## src/rtl/video_frame_crc.sv

```systemverilog
// Per-frame CRC-32 signature and active-geometry checker for a pixel stream.
// One {r,g,b} word is folded into the CRC per clock; results publish on each frame close.
module video_frame_crc #(
   parameter int BPC_BOARD = 8,
   parameter int H_RES     = 672,
   parameter int V_RES     = 384,
   parameter int CNTW      = 16
) (
   input  logic                 clk_pix,
   input  logic                 rst_pix,
   input  logic                 frame,
   input  logic                 de,
   input  logic [BPC_BOARD-1:0] r,
   input  logic [BPC_BOARD-1:0] g,
   input  logic [BPC_BOARD-1:0] b,
   output logic [31:0]          crc,
   output logic                 crc_valid,
   output logic                 err_h,
   output logic                 err_v,
   output logic [CNTW-1:0]      frame_cnt
);

   localparam int              PW       = 3 * BPC_BOARD;
   localparam logic [31:0]     POLY     = 32'h04C11DB7;
   localparam logic [31:0]     CRC_INIT = 32'hFFFFFFFF;
   localparam logic [CNTW-1:0] H_EXP    = CNTW'(H_RES);
   localparam logic [CNTW-1:0] V_EXP    = CNTW'(V_RES);
   localparam logic [CNTW-1:0] CNT_MAX  = '1;

   typedef enum logic {S_SYNC, S_RUN} state_t;

   // MSB-first, non-reflected CRC-32 over a whole pixel word, unrolled into one cycle.
   function automatic logic [31:0] crc_step(input logic [31:0] c, input logic [PW-1:0] d);
      logic [31:0] x;
      logic        fb;
      x = c;
      for (int i = PW - 1; i >= 0; i--) begin
         fb = x[31] ^ d[i];
         x  = {x[30:0], 1'b0} ^ (fb ? POLY : 32'h0);
      end
      return x;
   endfunction

   function automatic logic [CNTW-1:0] sat_inc(input logic [CNTW-1:0] v);
      return (v == CNT_MAX) ? v : v + CNTW'(1);
   endfunction

   state_t          r_state, w_state_nxt;
   logic [31:0]     r_crc_acc, w_crc_acc_nxt;
   logic [CNTW-1:0] r_pix_cnt, w_pix_cnt_nxt;
   logic [CNTW-1:0] r_line_cnt, w_line_cnt_nxt;
   logic            r_herr, w_herr_nxt;
   logic            r_de_q, w_de_q_nxt;
   logic [31:0]     r_crc_out, w_crc_out_nxt;
   logic            r_valid, w_valid_nxt;
   logic            r_err_h, w_err_h_nxt;
   logic            r_err_v, w_err_v_nxt;
   logic [CNTW-1:0] r_frame_cnt, w_frame_cnt_nxt;

   logic [PW-1:0]   w_word;
   logic [31:0]     w_crc_base;
   logic [31:0]     w_crc_fold;
   logic            w_len_bad;
   logic [CNTW-1:0] w_lines_closed;

   // A frame pulse restarts the CRC, so a coincident pixel folds into the init value.
   assign w_word         = {r, g, b};
   assign w_crc_base     = frame ? CRC_INIT : r_crc_acc;
   assign w_crc_fold     = crc_step(w_crc_base, w_word);
   assign w_len_bad      = (r_pix_cnt != H_EXP);
   assign w_lines_closed = r_de_q ? sat_inc(r_line_cnt) : r_line_cnt;

   always_comb begin
      w_state_nxt     = r_state;
      w_crc_acc_nxt   = r_crc_acc;
      w_pix_cnt_nxt   = r_pix_cnt;
      w_line_cnt_nxt  = r_line_cnt;
      w_herr_nxt      = r_herr;
      w_de_q_nxt      = r_de_q;
      w_crc_out_nxt   = r_crc_out;
      w_valid_nxt     = 1'b0;
      w_err_h_nxt     = r_err_h;
      w_err_v_nxt     = r_err_v;
      w_frame_cnt_nxt = r_frame_cnt;

      case (r_state)
         S_SYNC: begin
            w_de_q_nxt = 1'b0;
            if (frame) begin
               w_state_nxt    = S_RUN;
               w_crc_acc_nxt  = de ? w_crc_fold : CRC_INIT;
               w_pix_cnt_nxt  = de ? CNTW'(1) : '0;
               w_line_cnt_nxt = '0;
               w_herr_nxt     = 1'b0;
               w_de_q_nxt     = de;
            end
         end
         S_RUN: begin
            if (frame) begin
               // Close: an open line is ended and length-checked before publishing.
               w_crc_out_nxt   = ~r_crc_acc;
               w_err_h_nxt     = r_herr | (r_de_q & w_len_bad);
               w_err_v_nxt     = (w_lines_closed != V_EXP);
               w_frame_cnt_nxt = r_frame_cnt + CNTW'(1);
               w_valid_nxt     = 1'b1;
               w_crc_acc_nxt   = de ? w_crc_fold : CRC_INIT;
               w_pix_cnt_nxt   = de ? CNTW'(1) : '0;
               w_line_cnt_nxt  = '0;
               w_herr_nxt      = 1'b0;
            end else if (de) begin
               w_crc_acc_nxt = w_crc_fold;
               w_pix_cnt_nxt = sat_inc(r_pix_cnt);
            end else if (r_de_q) begin
               w_herr_nxt     = r_herr | w_len_bad;
               w_pix_cnt_nxt  = '0;
               w_line_cnt_nxt = sat_inc(r_line_cnt);
            end
            w_de_q_nxt = de;
         end
         default: w_state_nxt = S_SYNC;
      endcase
   end

   always_ff @(posedge clk_pix or posedge rst_pix) begin
      if (rst_pix) begin
         r_state     <= S_SYNC;
         r_crc_acc   <= CRC_INIT;
         r_pix_cnt   <= '0;
         r_line_cnt  <= '0;
         r_herr      <= 1'b0;
         r_de_q      <= 1'b0;
         r_crc_out   <= '0;
         r_valid     <= 1'b0;
         r_err_h     <= 1'b0;
         r_err_v     <= 1'b0;
         r_frame_cnt <= '0;
      end else begin
         r_state     <= w_state_nxt;
         r_crc_acc   <= w_crc_acc_nxt;
         r_pix_cnt   <= w_pix_cnt_nxt;
         r_line_cnt  <= w_line_cnt_nxt;
         r_herr      <= w_herr_nxt;
         r_de_q      <= w_de_q_nxt;
         r_crc_out   <= w_crc_out_nxt;
         r_valid     <= w_valid_nxt;
         r_err_h     <= w_err_h_nxt;
         r_err_v     <= w_err_v_nxt;
         r_frame_cnt <= w_frame_cnt_nxt;
      end
   end

   assign crc       = r_crc_out;
   assign crc_valid = r_valid;
   assign err_h     = r_err_h;
   assign err_v     = r_err_v;
   assign frame_cnt = r_frame_cnt;

endmodule

```

## config.mk

```make
export PLATFORM = sky130hd
export DESIGN_NAME = video_frame_crc
export DESIGN_NICKNAME = d
export VERILOG_FILES = /design/src/rtl/video_frame_crc.sv
export SDC_FILE = /design/constraint.sdc
export NUM_CORES = 1
export LEC_CHECK = 0
export ABC_AREA = 1
export BUFFER_PORTS_ARGS = -buffer_cell sky130_fd_sc_hd__clkbuf_2
export CORE_MARGIN = 2
export CORE_UTILIZATION = 55
export DETAILED_ROUTE_END_ITERATION = 10
export PLACE_DENSITY = 0.74
export SYNTH_ARGS = -nofsm -noshare
export SYNTH_HDL_FRONTEND = slang
export SYNTH_SLANG_ARGS = --single-unit
```

## constraint.sdc

```tcl
create_clock -name clk_pix -period 7.1 [get_ports clk_pix]
set_input_delay 1.42 -clock clk_pix [delete_from_list [all_inputs] [get_ports clk_pix]]
set_output_delay 1.42 -clock clk_pix [all_outputs]
set_load 0.02 [all_outputs]
```

# --- Word-level counts from Yosys, hierarchy flattened ---
# Index checks and enable logic that the tools add are counted.
totals:
  input_bits: 28
  elab_cells: 135
  out_inout_bits: 51
  ff_bits: 118
classes:
  reduce_logical: 5
  n_eq_ne: 10
  n_mux: 53
  addsub: 3
  bitwise_logic: 53
ops:
  columns: ["cell", "count"]
  rows:
  - ["$xor 32x27->32", 24]
  - ["$mux 27", 24]
  - ["$mux 16", 10]
  - ["$mux 32", 5]
  - ["$pmux 16 s2", 2]
  - ["$pmux 32 s2", 1]
  - ["$add 16x1->16 const B", 3]
  - ["$eq 16x16->1 const B", 2]
  - ["$not 32->32", 1]
  - ["$xor 1x1->1", 24]
  - ["$ne 16x10->1 const B", 1]
  - ["$ne 16x9->1 const B", 1]
  - ["$mux 1", 9]
  - ["$ne 3x3->1 const B", 2]
  - ["$reduce_and 2->1", 3]
  - ["$reduce_and 3->1", 2]
  - ["$ne 4x3->1 const B", 1]
  - ["$ne 4x4->1 const B", 1]
  - ["$pmux 1 s2", 2]
  - ["$ne 3x2->1 const B", 1]
  - ["$ne 2x2->1 const B", 1]
  - ["$or 1x1->1", 2]
  - ["$and 1x1->1", 1]
  - ["$not 1->1", 1]

# --- Depth between registers and ports, before layout ---
# Gate-level depths: netlist (run 1).
depth:
  ltp_word: 76
  depth_mapped: 27

# --- Worst setup path before layout (run 1) ---
# Ideal clock, no wire load.
synth_timing:
  kind: "input to register"
  startpoint: "input port frame"
  endpoint: "register r_crc_acc[28]"
  required_time_ns: 7.024
  slack_ns: 3.642
  t_arrival_ns: 3.382
  n_path_buf: 2
  cell_stages: 23
  path_cell_list: "buf_6 buf_12 nor2_4 nor2_2 nor2_4 nand2_2 nand2_4 nand2_2 nand2_1 nand2_2 nand2_4 nand2_1 nand2_1 nand2_1 nand2_2 nand2_1 nand2_2 xor2_1 inv_1 nand2_1 nand3_1 o21ai_1 inv_1"
synth_via:
  elab_chain_cells: 36
  elab_cells_between_ends: 63
synth_lines:
  columns: ["item", "line_no", "source"]
  rows:
  - ["start: declaration", "11", "input logic frame,"]
  - ["$mux 32", "68", "assign w_crc_base = frame ? CRC_INIT : r_crc_acc;"]
  - ["$xor 1x1->1 / $xor 32x27->32 (equally long branches)", "38, 39", null]
  - ["$mux 27 / $xor 32x27->32 (equally long branches)", "39", "x = {x[30:0], 1'b0} ^ (fb ? POLY : 32'h0);"]
  - ["$xor 32x27->32", "39", null]
  - ["$xor 32x27->32 / $xor 1x1->1 (equally long branches)", "39, 38", null]
  - ["$xor 32x27->32 / $mux 27 (equally long branches)", "39", null]
  - ["$xor 32x27->32 (3 in series)", "39", null]
  - ["$xor 1x1->1 / $xor 32x27->32 (equally long branches)", "38, 39", null]
  - ["[... 16 more ...]", null, null]
  - ["$mux 27 / $xor 32x27->32 (equally long branches)", "39", null]
  - ["$xor 32x27->32", "39", null]
  - ["$xor 32x27->32 / $xor 1x1->1 (equally long branches)", "39, 38", null]
  - ["$xor 32x27->32 / $mux 27 (equally long branches)", "39", null]
  - ["$xor 32x27->32 (3 in series)", "39", null]
  - ["$mux 32, on equally long branches", "110, 91, 106", null]
  - ["$mux 32, on equally long branches", "99, 89", null]
  - ["$pmux 32 s2", "86", "case (r_state)"]
  - ["end signal: assignment", "139", "r_crc_acc <= w_crc_acc_nxt;"]
  - ["end: declaration", "49", "logic [31:0] r_crc_acc, w_crc_acc_nxt;"]
# Several ways; a longest one is shown, not always the timed one. The select of a mux whose other input is x is not followed.
# A chain may end at the register's enable or synchronous reset.

# --- Worst setup path in the final report (run 1) ---
layout_timing:
  startpoint: "input port frame"
  endpoint: "register r_crc_acc[8]"
layout_via:
  elab_chain_cells: 36
  elab_cells_between_ends: 77
layout_lines:
  columns: ["item", "line_no", "source"]
  rows:
  - ["$mux 32", "68", null]
  - ["$xor 32x27->32 / $xor 1x1->1 (equally long branches)", "39, 38", null]
  - ["$xor 1x1->1 (tied with other cells)", "38", "fb = x[31] ^ d[i];"]
  - ["$mux 27 (tied with other cells)", "39", null]
  - ["$xor 32x27->32 / $mux 27 (equally long branches)", "39", null]
  - ["$xor 32x27->32 / $xor 1x1->1 (equally long branches)", "39, 38", null]
  - ["$xor 32x27->32 (tied with other cells)", "39", null]
  - ["$xor 32x27->32 / $mux 27 (equally long branches)", "39", null]
  - ["[... 20 more ...]", null, null]
  - ["$xor 32x27->32 / $mux 27 (equally long branches)", "39", null]
  - ["$xor 32x27->32 / $xor 1x1->1 (equally long branches)", "39, 38", null]
  - ["$xor 32x27->32 (tied with other cells)", "39", null]
  - ["$xor 32x27->32 / $mux 27 (equally long branches)", "39", null]
  - ["$xor 32x27->32", "39", null]
  - ["$mux 32, on equally long branches", "110, 91, 106", null]
  - ["$mux 32, on equally long branches", "99, 89", null]
  - ["$pmux 32 s2", "86", null]
# Several ways; a longest one is shown, not always the timed one. The select of a mux whose other input is x is not followed.

==> results of run 1 <==
## kinds of logic after synthesis
group,after synthesis,share of synthesized area
flip-flops,118,0.327
adder cells (fa/ha/maj),4,0.00547
buffers and inverters,178,0.0805
AO/OA/AOI/OAI,127,0.0785
AND/OR/NAND/NOR,735,0.389
XOR/XNOR,119,0.119
## flip-flops by register name, indices dropped and copies added (netlist names)
signal and cells:
crc 32, crc_valid 1, err_h 1, err_v 1, frame_cnt 16, r_crc_acc 32, r_de_q 1, r_herr 1
r_line_cnt 16, r_pix_cnt 16, r_state 1
## worst max-delay path, delay by kind of cell
kind / cells / cell delay, ns
AO/OA/AOI/OAI: 1 / 0.08
buffers and inverters: 5 / 1.24
AND/OR/NAND/NOR: 18 / 2.07
## area by class of cell
cell class	count	area share
multi-input combinational	985	0.527
sequential	118	0.291
inverter	156	0.0581
clock buffer	18	0.0427
timing repair buffer	83	0.0416
tap	220	0.0267
clock inverter	14	0.0134
## layer usage
metal	track usage	share of wire	up-vias
met5	0	0	-
met4	0.136	0.044	0
met3	0.0395	0.049	48
met2	0.470	0.46	237
met1	0.397	0.45	3953
li1	-	-	4221
## cell usage after synthesis, types with 3 or more instances
master / number
sky130_fd_sc_hd__o22ai_1: 27
sky130_fd_sc_hd__buf_6: 5
sky130_fd_sc_hd__nand3b_1: 10
sky130_fd_sc_hd__xnor2_1: 30
sky130_fd_sc_hd__inv_4: 4
sky130_fd_sc_hd__nor2_2: 8
sky130_fd_sc_hd__dfstp_2: 32
sky130_fd_sc_hd__inv_2: 15
sky130_fd_sc_hd__nand2_4: 25
sky130_fd_sc_hd__or2_1: 3
sky130_fd_sc_hd__nor2_4: 3
sky130_fd_sc_hd__nor3_1: 8
sky130_fd_sc_hd__o21ai_1: 11
sky130_fd_sc_hd__a21oi_1: 22
sky130_fd_sc_hd__nor2_1: 88
sky130_fd_sc_hd__nand3_2: 10
sky130_fd_sc_hd__o21ai_0: 55
sky130_fd_sc_hd__dfrtp_1: 86
sky130_fd_sc_hd__xor2_1: 84
sky130_fd_sc_hd__nand2_2: 65
sky130_fd_sc_hd__ha_1: 4
sky130_fd_sc_hd__clkbuf_1: 14
sky130_fd_sc_hd__or2_2: 8
sky130_fd_sc_hd__inv_1: 137
sky130_fd_sc_hd__nand2_1: 374
sky130_fd_sc_hd__nand4_1: 14
sky130_fd_sc_hd__nand3_1: 103
sky130_fd_sc_hd__nor4_1: 8
## worst max path at each step
stage / endpoint / slack [ns] / cells after the start
detailed placement: r_crc_acc[28] / 2.27 / 23
floorplan: crc[0] / 2.60 / 1
finish: r_crc_acc[8] / 2.63 / 24
global placement: r_crc_acc[8] / 2.35 / 22
CTS: r_crc_acc[28] / 2.71 / 23
global route: r_crc_acc[12] / 2.33 / 26
## through the flow
step                      total power [W]   util  setup WS [ns]  cells
final                             0.00549  0.627           2.63   1594
after global routing              0.00598  0.627           2.33   1594
after CTS                         0.00545  0.627           2.71   1594
after detailed placement          0.00461  0.592           2.27   1562
after global placement            0.00456  0.592           2.35   1562
after floorplan                   0.00377      -           2.60   1281
## power by group
part | internal (W) | leakage [nW] | switching [W]
Clock | 0.000498 | 0.267 | 0.000332
Sequential | 0.000910 | 1.46 | 0.000205
Combinational | 0.00118 | 3.49 | 0.00236
Total | 0.00259 | 5.22 | 0.00290
==> impl_metrics.ini, run 1 <==
[min_path]
hold_path.class = reg2reg
whs_endpoint = frame_cnt[15]
hold_path_stages = 1
worst_min_path_start = frame_cnt[15]

[sta]
drv_slew = 0
finClkSkew_ns = 0.00967
max_freq_mhz = 224
final_hold_viol_count = 0
final.setup.tns_ns = 0
timing.final.setup_violations = 0
timing_worst_slew_pin_value_ns = 1.10
period_share = 0.629
worst_hold_margin_ns = 0.467
rsz0062_at_grt = no
maxSlewHeadroom = 0.269
finalCriticalPeriod_ns = 4.47

[synth]
post_synth_inst_count = 1281
synth_async_sr_flop_share = 1.00
post_synth_instance_area_um2 = 9150
syn_nets = 1313
yosys_most_used_dff = sky130_fd_sc_hd__dfrtp_1
synth_largest_type_area_fraction = 0.235
synthesis.area_per_instance_um2 = 7.15
synth_edf_count = 0
synth-seq-cells = 118
synth_cell_type_count = 49
synth_area_leader_cell = sky130_fd_sc_hd__dfrtp_1
sequential_element_share_of_the_synthesized_area = 0.327
ranking_of_synthesized_cells_by_area = sky130_fd_sc_hd__dfrtp_1 24%, sky130_fd_sc_hd__nand2_1 15%, sky130_fd_sc_hd__dfstp_2 9.2%
number_of_warnings_printed_during_yosys_synthesis = 0

[finish]
final_area_um2 = 10300
nets = 1393
areaGrowthSynthToFinish_pct = 12.5
seq_area_um2 = 2990
area_used_by_multi_input_combinational_logic_um2 = 5420
layout.cells.most_common_list = 374 x sky130_fd_sc_hd__nand2_1, 136 x sky130_fd_sc_hd__inv_1, 103 x sky130_fd_sc_hd__nand3_1, 88 x sky130_fd_sc_hd__nor2_1, 86 x sky130_fd_sc_hd__dfrtp_1
mostFrequentLayoutCell = sky130_fd_sc_hd__nand2_1
insertedDiodeCount = 0
nFillCells = 1513
final_layout_size_suffix_gt1_frac = 0.218

[worst_setup_path]
r2r-start = r_crc_acc[28]
most_common_cell_on_crit_path = sky130_fd_sc_hd__nand2_1
critical_path_arrival_ns = 4.81
worst_path_max_delay_cell = sky130_fd_sc_hd__clkbuf_2
timing.critical_path.from_type = input pin
timing.critical_path.from = frame
cp_cell_sequence = clkbuf_2 > inv_4 > nand2_2 > nand2_2 > nand2_2 > nand2_1 > nand2_2 > nand2_1 > nand2_1 > inv_1 > nand2_1 > nand2_1 > nand2_1 > nand2_4 > inv_1 > nand2_1 > nand2_4 > nand3_2 > nand2_2 > nand2_2 > inv_2 > nand3_1 > o21ai_1 > nor2_1
cp_slowest_stage_delay_ns = 0.80
worst-r2r-cell-count = 21
critical_path.endpoint_type = flip-flop
timing_worst_setup_path_type = in2reg
reg2reg_to = r_crc_acc[8]
worst_path_maximum_fanout = 43
worst_ep_required_time_ns = 7.44
ff2ff_setup_slack_ns = 3.95

[job]
max_cap_viol_count = 0

[detailed_routing]
drcViolationCount = 0
total_wirelength_of_the_detailed_routed_design_mm = 25.0
via_per_inst = 5.31
first_iter_violations = 648
post_drt_wl_per_cell_um = 15.7
firstDrtPassIters = 5
vias = 8459
antenna_left = 0

[floorplanning]
num_io_pins = 79
design.core.area_um2 = 16400
fp.dieArea_um2 = 17700
die_h_um = 133
core.rowCount = 47
floorplan.die.width_um = 133
initial_core_util = 0.558

[clock_network]
post_cts_setup_buffers = 0
cts.reportedPaths.clkPinSlew_ns = 0.06
cts_tree = yes
cts_max_path_buffers = 2
worst_skew_pair.late_latency_ns = 0.42
htree_levels = 4
cts_buffers = 17
numClockSinks = 118
total_of_cells_resized_after_clock_tree_synthesis = 0
cts-root-buf = sky130_fd_sc_hd__clkbuf_16
cts_hold_buf = 0

[power]
power.leakage_nw = 5.22
irDropWorstVdd_v = 0.000369
power.density_nw_per_um2 = 533

[placed_design]
post-dp-hpwl_mm = 19.3
placement.io_buffers = 78
place.gp.congestion = 1.02
dpl-instance-area_um2 = 9720

[global_route]
antenna_found_initial = 0
vias_in_the_first_global_route = 7919
overall_routing_resource_usage = 0.294
grt_pass1_wl_mm = 40.9
grt_remaining_overflow = 0
grt_start_max_net_pins = 77

[outcome]
outcome = complete, no violations
Power figures use the tool's default switching activity.
==> run 2, diff against run 1 <==
==> constraint.sdc (replaced) <==
create_clock -name clk_pix -period 4.2 [get_ports clk_pix]
set_input_delay 0.84 -clock clk_pix [delete_from_list [all_inputs] [get_ports clk_pix]]
set_output_delay 0.84 -clock clk_pix [all_outputs]
set_load 0.02 [all_outputs]
==> impl_metrics.ini, run 2 (synthesized netlist as in run 1, its figures left out) <==
[finish]
areaGrowthSynthToFinish_pct = 12.5
mostFrequentLayoutCell = sky130_fd_sc_hd__nand2_1
final_area_um2 = 10300
area_used_by_multi_input_combinational_logic_um2 = 5420
nets = 1395
finished_layout_cells = 1596
layout.cells.most_common_list = 374 x sky130_fd_sc_hd__nand2_1, 136 x sky130_fd_sc_hd__inv_1, 103 x sky130_fd_sc_hd__nand3_1, 88 x sky130_fd_sc_hd__nor2_1, 86 x sky130_fd_sc_hd__dfrtp_1
seq_area_um2 = 2990
insertedDiodeCount = 0
nFillCells = 1480
final_layout_size_suffix_gt1_frac = 0.218

[power]
internal_power_w = 0.00438
p_sw_frac = 0.527
design_power_total_w = 0.00927
irDropWorstVdd_v = 0.000608
net-switching-power_w = 0.00489
p_comb_frac = 0.650
power.density_nw_per_um2 = 900
power.share.clock = 0.149
power.leakage_nw = 5.23
share_seq_of_total_power = 0.201

[sta]
finalCriticalPeriod_ns = 3.43
rsz0062_at_grt = no
final_hold_viol_count = 0
timing.final.setup_violations = 0
period_share = 0.817
maxSlewHeadroom = 0.157
timing_worst_slew_pin_value_ns = 1.26
max_freq_mhz = 291
final.setup.tns_ns = 0
drv_slew = 0
finClkSkew_ns = 0.0111
final.setup.worst_slack_ns = 0.767

[worst_setup_path]
timing_worst_setup_path_type = in2reg
timing.critical_path.from = frame
ff2ff_setup_slack_ns = 1.21
worst_path_maximum_fanout = 15
critPathTopFamily = simple AND/OR/NAND/NOR gates
most_common_cell_on_crit_path = sky130_fd_sc_hd__nand2_1
reg2reg_to = r_crc_acc[20]
critical_path_depth = 21
critical_path_arrival_ns = 3.78
worst_ep_required_time_ns = 4.55
worst-r2r-cell-count = 20
cp_slowest_stage_delay_ns = 0.38
critical_path.endpoint_type = flip-flop
timing.critical_path.from_type = input pin
endpoint = r_crc_acc[11]
path_buf_inv = 4
cp_cell_sequence = clkbuf_2 > buf_4 > nor2_1 > nand2_1 > nand2_2 > inv_2 > nand2_1 > nand2_4 > nand3_1 > nand2_1 > nand3_1 > nand2_2 > inv_1 > nand2_1 > nand2_1 > or2_1 > nand3_1 > nand2_1 > nand2_1 > o21ai_1 > nor2_1
worst_path_max_delay_cell = sky130_fd_sc_hd__clkbuf_2
r2r-start = r_crc_acc[29]

[placed_design]
dpl-instance-area_um2 = 9730
place.gp.congestion = 1.04
post-dp-hpwl_mm = 19.6
placement.io_buffers = 78
detailedPlace.worstSlack_ns = 0.442
numPlacedInstances = 1564

[floorplanning]
fp.dieArea_um2 = 17700
num_io_pins = 79
initial_core_util = 0.558
floorplan.die.width_um = 133
design.core.area_um2 = 16400
die_h_um = 133
core.rowCount = 47

[job]
max_cap_viol_count = 0

[clock_network]
cts_tree = yes
worst_skew_pair.late_latency_ns = 0.42
numClockSinks = 118
cts_buffers = 17
cts_max_path_buffers = 2
total_of_cells_resized_after_clock_tree_synthesis = 0
cts-root-buf = sky130_fd_sc_hd__clkbuf_16
cts.reportedPaths.clkPinSlew_ns = 0.06
post_cts_setup_buffers = 0
cts_hold_buf = 0
htree_levels = 4

[detailed_routing]
firstDrtPassIters = 5
antenna_left = 0
first_iter_violations = 821
drcViolationCount = 0
vias = 8609
via_per_inst = 5.39
post_drt_wl_per_cell_um = 16.0
total_wirelength_of_the_detailed_routed_design_mm = 25.5

[global_route]
grt_pass1_wl_mm = 41.7
overall_routing_resource_usage = 0.299
antenna_found_initial = 0
grt_start_max_net_pins = 70
grt_remaining_overflow = 0
vias_in_the_first_global_route = 8058

[min_path]
hold_path.class = reg2reg

[outcome]
outcome = complete, no violations
## run 2: power by group through the flow
stage	clock, W	sequential, W	combinational, W
2_1_floorplan	0	0.00189	0.00448
3_3_place_gp	0	0.00187	0.00584
3_5_place_dp	0	0.00187	0.00592
4_1_cts	0.00140	0.00186	0.00595
5_1_grt	0.00145	0.00188	0.00669
6_report	0.00138	0.00187	0.00602
## run 2: routing by layer
metal	part of all wire	GRT usage	vias to the layer above
met5	0	0	-
met4	0.041	0.121	0
met3	0.062	0.0510	55
met2	0.47	0.491	317
met1	0.42	0.393	3998
li1	-	-	4239
## run 2: cell type report
type                    instances  area share
clock buffers                  21      0.0447
clock inverters                11     0.00984
inverters                     156      0.0581
multi-input cells             985       0.527
flip-flops and latches        118       0.291
well taps                     220      0.0267
repair buffers                 85      0.0430
## run 2: worst min-delay path by stage
stage                             start       endpoint  slack [ns]  cells past startpoint
after floorplan            r_pix_cnt[6]   r_pix_cnt[6]        0.48                      1
after global placement    frame_cnt[15]  frame_cnt[15]        0.46                      1
after detailed placement  frame_cnt[15]  frame_cnt[15]        0.47                      1
after CTS                 frame_cnt[15]  frame_cnt[15]        0.48                      1
after global routing      frame_cnt[15]  frame_cnt[15]        0.50                      1
final                     frame_cnt[15]  frame_cnt[15]        0.47                      1
## run 2: per-stage QoR
step,hold slack [ns],util
finish,0.467,0.627
global route,0.496,0.627
CTS,0.476,0.627
detailed placement,0.468,0.593
global placement,0.461,0.593
floorplan,0.476,-
